$ cat config.mk
export PLATFORM = sky130hd
export DESIGN_NAME = fifo_drain
export DESIGN_NICKNAME = d
export VERILOG_FILES = /design/src/rtl/fifo_drain.sv
export SDC_FILE = /design/constraint.sdc
export NUM_CORES = 1
export LEC_CHECK = 0
export ABC_AREA = 1
export BUFFER_PORTS_ARGS = -buffer_cell sky130_fd_sc_hd__buf_2
export CORE_MARGIN = 2
export CORE_UTILIZATION = 58
export DETAILED_ROUTE_END_ITERATION = 7
export PLACE_DENSITY = 0.9
export SLEW_MARGIN = 10
export SYNTH_ARGS = -nofsm -noshare
export SYNTH_HDL_FRONTEND = slang
export SYNTH_SLANG_ARGS = --single-unit
$ cat constraint.sdc
create_clock -name clk -period 2.9 [get_ports clk]
set_clock_uncertainty 0.15 [all_clocks]
set_input_delay 0.145 -clock clk [delete_from_list [all_inputs] [get_ports clk]]
set_output_delay 0.145 -clock clk [all_outputs]
set_load 0.05 [all_outputs]
$ cat src/rtl/fifo_drain.sv
`timescale 1ns/1ps
// fifo_drain
// Read-side controller for a synchronous FIFO. Issues reads on the FIFO port,
// absorbs the one-cycle read latency in a 2-entry output buffer and presents
// the words in order on a valid/ready stream. Sustains one word per cycle
// when the FIFO has data and the consumer is ready.
//
// Ports:
//   clk         rising-edge clock
//   reset       synchronous active-high reset
//   enable      permission to issue new FIFO reads
//   fifo_empty  FIFO empty flag
//   fifo_data   FIFO read data, valid the cycle after an accepted read
//   fifo_rd_en  FIFO read strobe
//   out_valid   out_data holds a word
//   out_ready   consumer accepts the word this cycle
//   out_data    head word of the output buffer
//   busy        controller is not idle
//   rd_count    words delivered since reset (wraps)
module fifo_drain #(
    parameter int WIDTH = 8,
    parameter int CNT_W = 16
) (
    input  logic             clk,
    input  logic             reset,
    input  logic             enable,
    input  logic             fifo_empty,
    input  logic [WIDTH-1:0] fifo_data,
    output logic             fifo_rd_en,
    output logic             out_valid,
    input  logic             out_ready,
    output logic [WIDTH-1:0] out_data,
    output logic             busy,
    output logic [CNT_W-1:0] rd_count
);

    typedef enum logic [1:0] {
        IDLE   = 2'd0,
        ACTIVE = 2'd1,
        FLUSH  = 2'd2
    } state_t;

    state_t           state_q, state_d;
    logic [1:0]       occ_q, occ_d;
    logic             inflight_q;
    logic [WIDTH-1:0] head_q, head_d;
    logic [WIDTH-1:0] tail_q, tail_d;
    logic [CNT_W-1:0] cnt_q;

    logic       pop;
    logic       capture;
    logic [2:0] level;

    assign out_valid = (occ_q != 2'd0);
    assign out_data  = head_q;
    assign busy      = (state_q != IDLE);
    assign rd_count  = cnt_q;

    assign pop     = out_valid && out_ready;
    // A read issued last cycle returns data now; it always lands in the buffer.
    assign capture = inflight_q;

    // Buffered plus in-flight words, net of this cycle's pop. Reading only
    // while this is below 2 keeps the buffer from ever overflowing, and the
    // dependence on out_ready is what allows a read every cycle when draining.
    assign level      = {1'b0, occ_q} + {2'b00, inflight_q};
    assign fifo_rd_en = (state_q == ACTIVE) && enable && !fifo_empty &&
                        (level < (3'd2 + {2'b00, pop}));

    always_comb begin
        head_d = head_q;
        tail_d = tail_q;
        occ_d  = occ_q;
        case ({capture, pop})
            2'b10: begin
                if (occ_q == 2'd0) head_d = fifo_data;
                else               tail_d = fifo_data;
                occ_d = occ_q + 2'd1;
            end
            2'b01: begin
                head_d = tail_q;
                occ_d  = occ_q - 2'd1;
            end
            2'b11: begin
                // Head leaves and a new word arrives: with one entry the new
                // word becomes the head directly.
                if (occ_q == 2'd1) begin
                    head_d = fifo_data;
                end else begin
                    head_d = tail_q;
                    tail_d = fifo_data;
                end
            end
            default: ;
        endcase
    end

    always_comb begin
        state_d = state_q;
        case (state_q)
            IDLE:    if (enable) state_d = ACTIVE;
            ACTIVE:  if (!enable) state_d = FLUSH;
            FLUSH: begin
                if (enable)
                    state_d = ACTIVE;
                else if (!inflight_q && (occ_q == 2'd0))
                    state_d = IDLE;
            end
            default: state_d = IDLE;
        endcase
    end

    always_ff @(posedge clk) begin
        if (reset) begin
            state_q    <= IDLE;
            occ_q      <= 2'd0;
            inflight_q <= 1'b0;
            head_q     <= '0;
            tail_q     <= '0;
            cnt_q      <= '0;
        end else begin
            state_q    <= state_d;
            occ_q      <= occ_d;
            inflight_q <= fifo_rd_en;
            head_q     <= head_d;
            tail_q     <= tail_d;
            if (pop) cnt_q <= cnt_q + 1'b1;
        end
    end

endmodule

==> impl_metrics.json <==
{
  "finalHoldViolCount": 0,
  "finalSetupTns_ps": 0,
  "die_h_um": 60.62,
  "wl_per_cell_um": 10.94,
  "ys_ff_latch": 37,
  "syn-instance-count": 257,
  "drt_wl_total_mm": 3.871,
  "drt_iter0_drc": 93,
  "leakage_uw": 0.001083,
  "yosysWarnings": 0,
  "hold_class": "input port to flip-flop",
  "cts_max_level": 2,
  "antenna_found_initial": 0,
  "grt_use_total": 0.2279,
  "overflow": 0,
  "syn_avg_cell_area_um2": 7.235,
  "fin_crit_ps": 2255,
  "cts.sinks": 37,
  "hold_path_startpoint": "out_ready",
  "fin_nets": 329,
  "synth_cell_types": 30,
  "maxSlewHeadroom": 0.6742,
  "start_util": 0.6090,
  "cts_tree": "built",
  "tightestPinTransition_ps": 488.2,
  "vias": 1791,
  "drtAntennaViolNets": 0,
  "drv_cap": 0,
  "routed_via_density": 5.059,
  "crit_path_end_kind": "output port",
  "portBuffers": 39,
  "clock_tree.buffer_depth": 2,
  "dieArea_mm2": 0.003675,
  "cp-startpoint": "occ_q[0]",
  "setup_violations": 0,
  "drive_gt1_frac": 0.2065,
  "layout_commonest_cell": "inv_1",
  "status": "completed",
  "syn_to_final_growth_pct": 20.66,
  "dr.pass1.iters": 5,
  "rows": 20,
  "rsz0062_at_grt": "false",
  "cts_buffers": 5,
  "clk_pin_slew_ps": 110,
  "routabilityCongestion": 0.8478,
  "cts_resized": 0,
  "fp.dieW_um": 60.62,
  "final_cell_mix": "49 x inv_1, 40 x nand2_1, 39 x buf_2",
  "grt_pass1_wl_mm": 6.265,
  "io_pins": 40,
  "period_share": 0.7777,
  "final_cells": 354,
  "grt_max_degree": 19,
  "coreArea_mm2": 0.003053,
  "path_max_fanout": 8,
  "clk_latency_ps": 340,
  "n_antenna_cell": 0,
  "required_ps": 2610,
  "vdd_ir_drop_max_mv": 0.3123,
  "synthesis.nets": 277,
  "remaining_drc_errors": 0,
  "dp_hpwl_mm": 2.709,
  "max_freq_ghz": 0.4434,
  "ys_seq_area_frac": 0.3984,
  "first_global_vias": 1505,
  "r2r-start": "occ_q[0]",
  "critPathKind": "flip-flop to output port",
  "dp_cells": 335,
  "critical_path_arrival_ps": 1960,
  "start_kind": "flip-flop",
  "synth_area_mm2": 0.001859,
  "pwr_density_cell_mw_per_mm2": 497.2,
  "cts_root_buffer": "clkbuf_4",
  "slew_viol_final": 0
}
[cell type report]
type	instances	area, µm²
clock buffers	6	51.30
well taps	44	55.05
multi-input cells	163	878.3
flip-flops and latches	37	740.7
clock inverters	2	13.76
fillers	236	809.5
inverters	51	191.4
repair buffers	51	312.8
[flip-flops by register name (all words and copies together) (netlist names)]
signal / flops
rd_count: 16
out_data: 8
tail_q: 8
occ_q: 2
state_q: 2
capture: 1
[what timing repair did]
action | 4_1_cts | 5_1_grt
endpoints found under the hold margin | 17 | 0
setup endpoints to repair | 0 | 0
buffers inserted | 0 | 0
hold buffers | 11 | 0
[kinds of logic after synthesis]
| group | Yosys count | share of synthesized area |
|---|---|---|
| compound gates | 64 | 0.1871 |
| flops | 37 | 0.3984 |
| fa+ha+maj | 7 | 0.04710 |
| xor+xnor | 1 | 0.004711 |
| buf+inv | 57 | 0.1292 |
| simple gates | 91 | 0.2335 |
[stage by stage]
step | hold WS, ps | worst slack [ps] | instance area [µm²] | util | power (µW)
floorplan | 66.69 | 1128 | 1859 | - | 769.0
global placement | 242.3 | 1097 | 2068 | 0.6775 | 813.8
detailed placement | 252.8 | 1008 | 2068 | 0.6775 | 820.7
CTS | 33.64 | 632.1 | 2243 | 0.7348 | 1119
global route | 55.87 | 502.3 | 2243 | 0.7348 | 1175
finish | 37.23 | 644.6 | 2243 | 0.7348 | 1115
[layer usage]
metal / routed length (µm) / part of all wire / GRT usage / vias up
met2: 1929 / 0.50 / 0.3994 / 55
met3: 198 / 0.051 / 0.04478 / 9
met5: 0 / 0 / 0 / -
met1: 1664 / 0.43 / 0.2682 / 803
met4: 78 / 0.020 / 0.1025 / 0
li1: - / - / - / 924
[worst paths after layout]
check | to | slack [ps] | cells past startpoint
min reg2reg | tail_q[3] | 300 | 2
max reg2reg | tail_q[4] | 950 | 8
min | rd_count[2] | 40 | 3
max | fifo_rd_en | 640 | 8
[Yosys cell counts]
master,n,area share
inv_1,49,0.099
nand3_2,1,0.0054
o21a_1,1,0.0040
nor2_2,1,0.0034
nand2_2,3,0.010
a311oi_1,1,0.0047
or2_2,1,0.0034
nor2_4,1,0.0061
a21oi_1,23,0.062
nor3_4,1,0.0088
o21ai_0,30,0.081
o21ai_4,1,0.0088
nand3_4,1,0.0094
buf_6,3,0.018
o21ai_1,5,0.013
ha_1,7,0.047
nor3_2,1,0.0054
nand2_1,40,0.081
nor2_1,23,0.046
buf_4,1,0.0040
nor3_1,3,0.0081
nand4_1,4,0.013
dfxtp_1,37,0.40
nand3_1,10,0.027
inv_2,2,0.0040
clkbuf_1,2,0.0040
nand2_4,1,0.0061
o211ai_1,1,0.0040
xor2_1,1,0.0047
o21ai_2,2,0.0094
[critical path, cell delays in order (launching register included)]
cell	delay, ps
dfxtp_1	440
inv_1	100
ha_1	210
inv_2	130
nand2_4	120
o21ai_0	160
nand4_1	120
inv_1	70
buf_2	250
[power by group]
group | internal, µW | switching, µW | total (µW)
sequential | 534 | 16.5 | 550
clock | 118 | 175 | 293
combinational | 79.3 | 193 | 272
total | 731 | 384 | 1120
No activity file was read; power rests on OpenSTA's default activity.
